==> src/rtl/cordic_pkg.sv <==
// Shared defaults, FSM encoding and tag type for the two-requester CORDIC arbiter.
package cordic_pkg;

  localparam int DATA_WIDTH_DEF     = 15;
  localparam int CORDIC_LATENCY_DEF = 14;
  localparam int ISSUE_INTERVAL_DEF = 2;
  localparam int NUM_REQ            = 2;

  localparam logic [0:0] ST_IDLE = 1'b0;
  localparam logic [0:0] ST_GAP  = 1'b1;

  typedef struct packed {
    logic vld;
    logic id;
  } tag_t;

endpackage

==> src/rtl/cordic_tag_pipe.sv <==
// Tag delay line running alongside the shared CORDIC; stage 0 lines up with in_X/in_Y.
module cordic_tag_pipe
  import cordic_pkg::*;
#(
  parameter int DEPTH = CORDIC_LATENCY_DEF
) (
  input  logic clk,
  input  logic rst,
  input  tag_t tag_in,
  output tag_t tag_out,
  output logic any_vld
);

  tag_t [DEPTH:0] vld_pipe;

  always_ff @(posedge clk or posedge rst) begin
    if (rst) vld_pipe <= '0;
    else     vld_pipe <= {vld_pipe[DEPTH-1:0], tag_in};
  end

  assign tag_out = vld_pipe[DEPTH];

  always_comb begin
    any_vld = 1'b0;
    for (int i = 0; i <= DEPTH; i++) any_vld = any_vld | vld_pipe[i].vld;
  end

endmodule

==> src/rtl/cordic_arbiter.sv <==
// Round-robin arbiter sharing one fixed-latency CORDIC between two requesters;
// results are routed back by a tag delay line matched to the CORDIC latency.
module cordic_arbiter
  import cordic_pkg::*;
#(
  parameter int DATA_WIDTH     = DATA_WIDTH_DEF,
  parameter int CORDIC_LATENCY = CORDIC_LATENCY_DEF,
  parameter int ISSUE_INTERVAL = ISSUE_INTERVAL_DEF
) (
  input  logic                  clk,
  input  logic                  rst,
  input  logic [NUM_REQ-1:0]    req_valid,
  output logic [NUM_REQ-1:0]    req_ready,
  input  logic [DATA_WIDTH-1:0] req_X0,
  input  logic [DATA_WIDTH-1:0] req_Y0,
  input  logic [DATA_WIDTH-1:0] req_X1,
  input  logic [DATA_WIDTH-1:0] req_Y1,
  output logic [DATA_WIDTH-1:0] in_X,
  output logic [DATA_WIDTH-1:0] in_Y,
  input  logic [DATA_WIDTH-1:0] out_theta,
  input  logic [DATA_WIDTH-1:0] out_X_1,
  output logic [NUM_REQ-1:0]    resp_valid,
  output logic [DATA_WIDTH-1:0] resp_theta,
  output logic [DATA_WIDTH-1:0] resp_X,
  output logic                  busy
);

  // Gap counter holds ISSUE_INTERVAL-2 down to 0, i.e. ISSUE_INTERVAL-1 GAP cycles.
  localparam int GW       = (ISSUE_INTERVAL > 2) ? $clog2(ISSUE_INTERVAL) : 1;
  localparam int GAP_LOAD = (ISSUE_INTERVAL > 1) ? ISSUE_INTERVAL - 2 : 0;

  logic [0:0]    state;
  logic [GW-1:0] gap_cnt;
  logic          ptr;
  logic          grant;
  logic          gnt_id;
  tag_t          tag_in;
  tag_t          tag_out;

  always_comb begin
    req_ready = '0;
    if (state == ST_IDLE) begin
      if (&req_valid) req_ready = ptr ? 2'b10 : 2'b01;
      else            req_ready = req_valid;
    end
  end

  assign grant  = |(req_valid & req_ready);
  assign gnt_id = req_ready[1];
  assign tag_in = '{vld: grant, id: gnt_id};

  always_ff @(posedge clk or posedge rst) begin
    if (rst) begin
      state   <= ST_IDLE;
      gap_cnt <= '0;
      ptr     <= 1'b0;
      in_X    <= '0;
      in_Y    <= '0;
    end else begin
      case (state)
        ST_IDLE: if (grant && ISSUE_INTERVAL > 1) begin
          state   <= ST_GAP;
          gap_cnt <= GW'(GAP_LOAD);
        end
        ST_GAP: begin
          if (gap_cnt == '0) state <= ST_IDLE;
          else               gap_cnt <= gap_cnt - 1'b1;
        end
        default: state <= ST_IDLE;
      endcase
      if (grant) begin
        ptr  <= ~gnt_id;
        in_X <= gnt_id ? req_X1 : req_X0;
        in_Y <= gnt_id ? req_Y1 : req_Y0;
      end
    end
  end

  cordic_tag_pipe #(.DEPTH(CORDIC_LATENCY)) u_tag_pipe (
    .clk     (clk),
    .rst     (rst),
    .tag_in  (tag_in),
    .tag_out (tag_out),
    .any_vld (busy)
  );

  // Results are only forwarded in the cycle their tag emerges; zero otherwise.
  always_comb begin
    resp_valid = '0;
    resp_theta = '0;
    resp_X     = '0;
    if (tag_out.vld) begin
      resp_valid[tag_out.id] = 1'b1;
      resp_theta             = out_theta;
      resp_X                 = out_X_1;
    end
  end

endmodule

==> config.mk <==
export PLATFORM = sky130hd
export DESIGN_NAME = cordic_arbiter
export DESIGN_NICKNAME = d
export VERILOG_FILES = /design/src/rtl/cordic_pkg.sv /design/src/rtl/cordic_tag_pipe.sv /design/src/rtl/cordic_arbiter.sv
export SDC_FILE = /design/constraint.sdc
export NUM_CORES = 1
export LEC_CHECK = 0
export ABC_AREA = 1
export CAP_MARGIN = 25
export CORE_MARGIN = 3
export CORE_UTILIZATION = 39
export CTS_CLUSTER_SIZE = 12
export DETAILED_ROUTE_END_ITERATION = 12
export HOLD_SLACK_MARGIN = 0.06
export PLACE_DENSITY = 0.91
export SETUP_SLACK_MARGIN = 0.2
export SLEW_MARGIN = 20
export SYNTH_ARGS = -nofsm -noshare
export SYNTH_HDL_FRONTEND = slang
export SYNTH_SLANG_ARGS = --single-unit
==> constraint.sdc <==
create_clock -name clk -period 2.77 [get_ports clk]
set_clock_uncertainty 0.05 [all_clocks]
set_input_delay 0.554 -clock clk [delete_from_list [all_inputs] [get_ports clk]]
set_output_delay 0.554 -clock clk [all_outputs]
set_load 0.05 [all_outputs]
### After elaboration in Yosys (flattened, before gate mapping)

Cells that the tools add are included.

| storage, ports and cells | value |
|---|---|
| word-level logic and storage cells | 75 |
| flip-flop bits (word level) | 63 |
| bits of input ports | 94 |
| output and inout bits | 65 |

| cells by class | value |
|---|---|
| bitwise operators | 17 |
| $lt $le $gt $ge | 2 |
| $add $sub $neg | 1 |
| reduce and logical (&&, ||, !) cells | 3 |
| equality and inequality tests | 1 |
| mux-type cells | 16 |

Operators by type and width:

| cell | count |
|---|---|
| two-way mux 15 bit | 4 |
| OR 1 bit | 14 |
| two-way mux 2 bit | 4 |
| two-way mux 1 bit | 5 |
| case mux 1 bit (2 select lines) | 2 |
| AND 2 bit | 1 |
| less-than comparator 1 x 2 -> 1 bit (second input constant) | 1 |
| inequality test 2 bit (second input constant) | 1 |
| NOT 1 bit | 2 |
| AND reduction 2 bit | 1 |
| OR reduction 2 bit | 1 |
| demux 1 bit (select 1 bit) | 1 |
| >= comparator 1 bit (second input constant) | 1 |
| logical AND 1 bit | 1 |
| subtractor 1 bit (second input constant) | 1 |

### Longest topological paths before layout

| depth | value |
|---|---|
| depth in word-level cells | 14 |
| depth in mapped cells | 7 |
| mapped depth without buffers | 6 |

### Cells and area by module

From an unflattened synthesis, not the netlist that was laid out.

| unflattened totals | value |
|---|---|
| cell total of the unflattened synthesis | 387 |
| area total of the unflattened synthesis | 2895.3 um^2 |

By module, submodules not included:

| module | area each (um^2) | sequential area each (um^2) | times used | cells an instance |
|---|---|---|---|---|
| cordic_arbiter | 2069.5 | 800.8 | 1 | 339 |
| cordic_tag_pipe | 825.8 | 750.7 | 1 | 48 |

### Least setup slack after synthesis

OpenSTA, ideal clock, no wires.

| path | value |
|---|---|
| path type | input-to-output |
| start point | input req_valid[0] |
| end point | output req_ready[0] |
| setup slack | 0.701 ns |
| required time | 2.166 ns |
| buffers on the path | 0 |
| stages | 2 |
| arrival | 1.465 ns |
| cell sequence | nand2_1 a21oi_1 |

| on the way | value |
|---|---|
| word-level cells in the longest chain between the ends | 3 |

RTL lines:

| what | RTL line | RTL |
|---|---|---|
| start: declaration | cordic_arbiter.sv:12 | `input logic [NUM_REQ-1:0] req_valid,` |
| AND reduction 2 bit | cordic_arbiter.sv:43 | `if (&req_valid) req_ready = ptr ? 2'b10 : 2'b01;` |
| two-way mux 2 bit (*) | cordic_arbiter.sv:43 |  |
| two-way mux 2 bit (*) | cordic_arbiter.sv:42 | `if (state == ST_IDLE) begin` |
| end: declaration | cordic_arbiter.sv:13 | `output logic [NUM_REQ-1:0] req_ready,` |

Mark *: on every way between the ends. The rest lies on a longest branch, timed or not.

### Worst setup path after layout

Same ends and word-level chain as after synthesis.

==> impl_metrics.env <==
export IMPL_ys_warn_count=0
export IMPL_rsz0062_at_grt="false"
export IMPL_final_cells=639
export IMPL_drive_gt1_frac=0.120
export IMPL_cp_max_fo=3
export IMPL_mappedNetlistArea_um2=2870
export IMPL_clkLatencyLatePin_ns=0.32
export IMPL_postSynthCellCount=381
export IMPL_cp_arrival_ns=1.66
export IMPL_grt_max_degree=37
export IMPL_cellPowerDensity_nw_per_um2=751
export IMPL_clock_sinks=62
export IMPL_h_tree_depth=3
export IMPL_nFillCells=555
export IMPL_worst_slew_pin_slew_ns=0.582
export IMPL_grt_ovfl_total=0
export IMPL_rrSetupSlack_ns=1.21
export IMPL_post_cts_buffers=0
export IMPL_io_buffers=158
export IMPL_synth_seq_cells=62
export IMPL_dpl_cell_area_um2=4480
export IMPL_synth_top_area_share=0.541
export IMPL_synth_async_sr_flop_share=1.00
export IMPL_worst_slack_ns=0.505
export IMPL_final_seq_area_um2=1550
export IMPL_area_growth_pct=64.2
export IMPL_post_route_period_util=0.818
export IMPL_finalHoldViolCount=0
export IMPL_cp_required_ns=2.17
export IMPL_place_inst=623
export IMPL_fp_row_count=30
export IMPL_first_pass_iters=4
export IMPL_ys_types=16
export IMPL_criticalPathCategory="in2out"
export IMPL_wl_per_cell_um=13.0
export IMPL_die_w_um=91.8
export IMPL_drv_cap=0
export IMPL_synth_fp_nets=475
export IMPL_status="finished clean"
export IMPL_multi_input_area_um2=848
export IMPL_drc=0
export IMPL_die_area_um2=8420
export IMPL_relSlewSlack=0.612
export IMPL_num_nets_final=632
export IMPL_synth_top_area_cell="dfrtp_1"
export IMPL_coreArea_um2=6940
export IMPL_min_path_type="reg2reg"
export IMPL_synth_area_leaders="dfrtp_1 54%, nand2_1 16%, inv_1 12%"
export IMPL_ctsHoldBuffers=0
export IMPL_dp_final_hpwl_um=6390
export IMPL_clk_root_buffer_cell="clkbuf_8"
export IMPL_synth_top_cells_by_count="126 x nand2_1, 95 x inv_1, 62 x dfrtp_1"
export IMPL_synth_seq_area_share=0.541
export IMPL_cts_tree="built"
export IMPL_fin_tns_setup_ns=0
export IMPL_die_y_um=91.8
export IMPL_ant_nets=0
export IMPL_irDropWorstVdd_v=0.000428
export IMPL_grt_use_total=0.201
export IMPL_postLayoutCellArea_um2=4710
export IMPL_power_leakage_nw=2.67
export IMPL_period_minus_slack_ns=2.26
export IMPL_gp_congestion=0.743
export IMPL_cts_max_path_buffers=2
export IMPL_drv_slew=0
export IMPL_via_per_inst=4.45
export IMPL_initial_core_util=0.413
export IMPL_synth_most_common_cell="nand2_1"
export IMPL_synth_edf_count=0
export IMPL_avgSynthCellArea_um2=7.53
export IMPL_synth_ff_type="dfrtp_1"
export IMPL_fmax_ghz=0.442
export IMPL_grt_pass1_wl_um=13500
export IMPL_grt_pass1_vias=2808
export IMPL_ctsResizeCount=0
export IMPL_pre_cts_slack_ns=0.517
export IMPL_cts_made_buffers=9
export IMPL_io_pins=159
export IMPL_grt_antenna_before_repair=0
export IMPL_n_antenna_cell=0
export IMPL_drt_initial_drc_count=102
export IMPL_setup_viol=0
export IMPL_drt_total_wl_um=8290
export IMPL_path_clk_slew_ns=0.06
export IMPL_worst_setup_path_end_kind="output port"
export IMPL_vias=2843
export IMPL_cp_start_kind="input port"
[per-layer routing]
metal,GRT usage,wire length (um),up-vias
met5,0,0,-
met4,0.0953,253,0
met3,0.0648,798,18
met2,0.357,4130,131
met1,0.214,3110,1281
li1,-,-,1413
[worst max-delay path: stages]
cell and delay [ns]:
clkdlybuf4s50_1 0.49, nand2_1 0.10, a21oi_1 0.32, buf_12 0.19
[cells in the final DEF (no fill, tap or decap), drive strengths merged]
cell / instances
nor3: 1
nor2: 9
clkbuf: 13
nand2: 126
bufinv: 2
o21ai: 2
buf: 42
clkdlybuf4s50: 123
a21oi: 2
dfrtp: 62
nand3: 60
clkinv: 1
inv: 99
nand4: 1
[final cells by class]
cell class | instances | share of cell area
Timing Repair Buffer | 165 | 0.336
Sequential cell | 62 | 0.329
Multi-Input combinational cell | 201 | 0.180
Inverter | 99 | 0.0789
Clock buffer | 13 | 0.0359
Tap cell | 96 | 0.0255
Clock inverter | 3 | 0.0138
[registers in the layout, indices dropped and copies added, names as in the netlist]
register and count:
state 1, in_X 15, ptr 1, u_tag_pipe.vld_pipe 28
in_Y 15, u_tag_pipe.tag_out 2
[through the flow]
step           total power, mW  hold slack, ns  utilization
4_1_cts                   3.57           0.300        0.678
3_5_place_dp              2.65           0.286        0.645
6_report                  3.54           0.298        0.678
3_3_place_gp              2.62           0.286        0.645
5_1_grt                   3.71           0.310        0.678
2_1_floorplan             2.09           0.281            -
[path summary, 6_finish.rpt]
path,startpoint,end,cells after the start
worst max-delay path,req_valid[0],req_ready[0],4
worst min-delay path,u_tag_pipe.vld_pipe[18],u_tag_pipe.vld_pipe[20],0
worst max register to register,state,in_Y[4],7
worst min register to register,u_tag_pipe.vld_pipe[18],u_tag_pipe.vld_pipe[20],0
max in group asynchronous,rst,u_tag_pipe.vld_pipe[3],3
min in group asynchronous,rst,u_tag_pipe.vld_pipe[16],2
[where the power goes]
group	switching (mW)	total [mW]	leakage (nW)	internal [mW]
Sequential	0.0958	1.18	0.759	1.08
Clock	0.326	0.906	0.120	0.580
Combinational	0.955	1.45	1.79	0.497
[kinds of logic (layout without fill, tap and decap cells)]
family / after synthesis / count (layout) / synth area share
simple gates: 197 / 197 / 0.286
buf+inv: 118 / 280 / 0.164
flops: 62 / 62 / 0.541
compound gates: 4 / 4 / 0.00959
(Power assumes the default switching activity.)
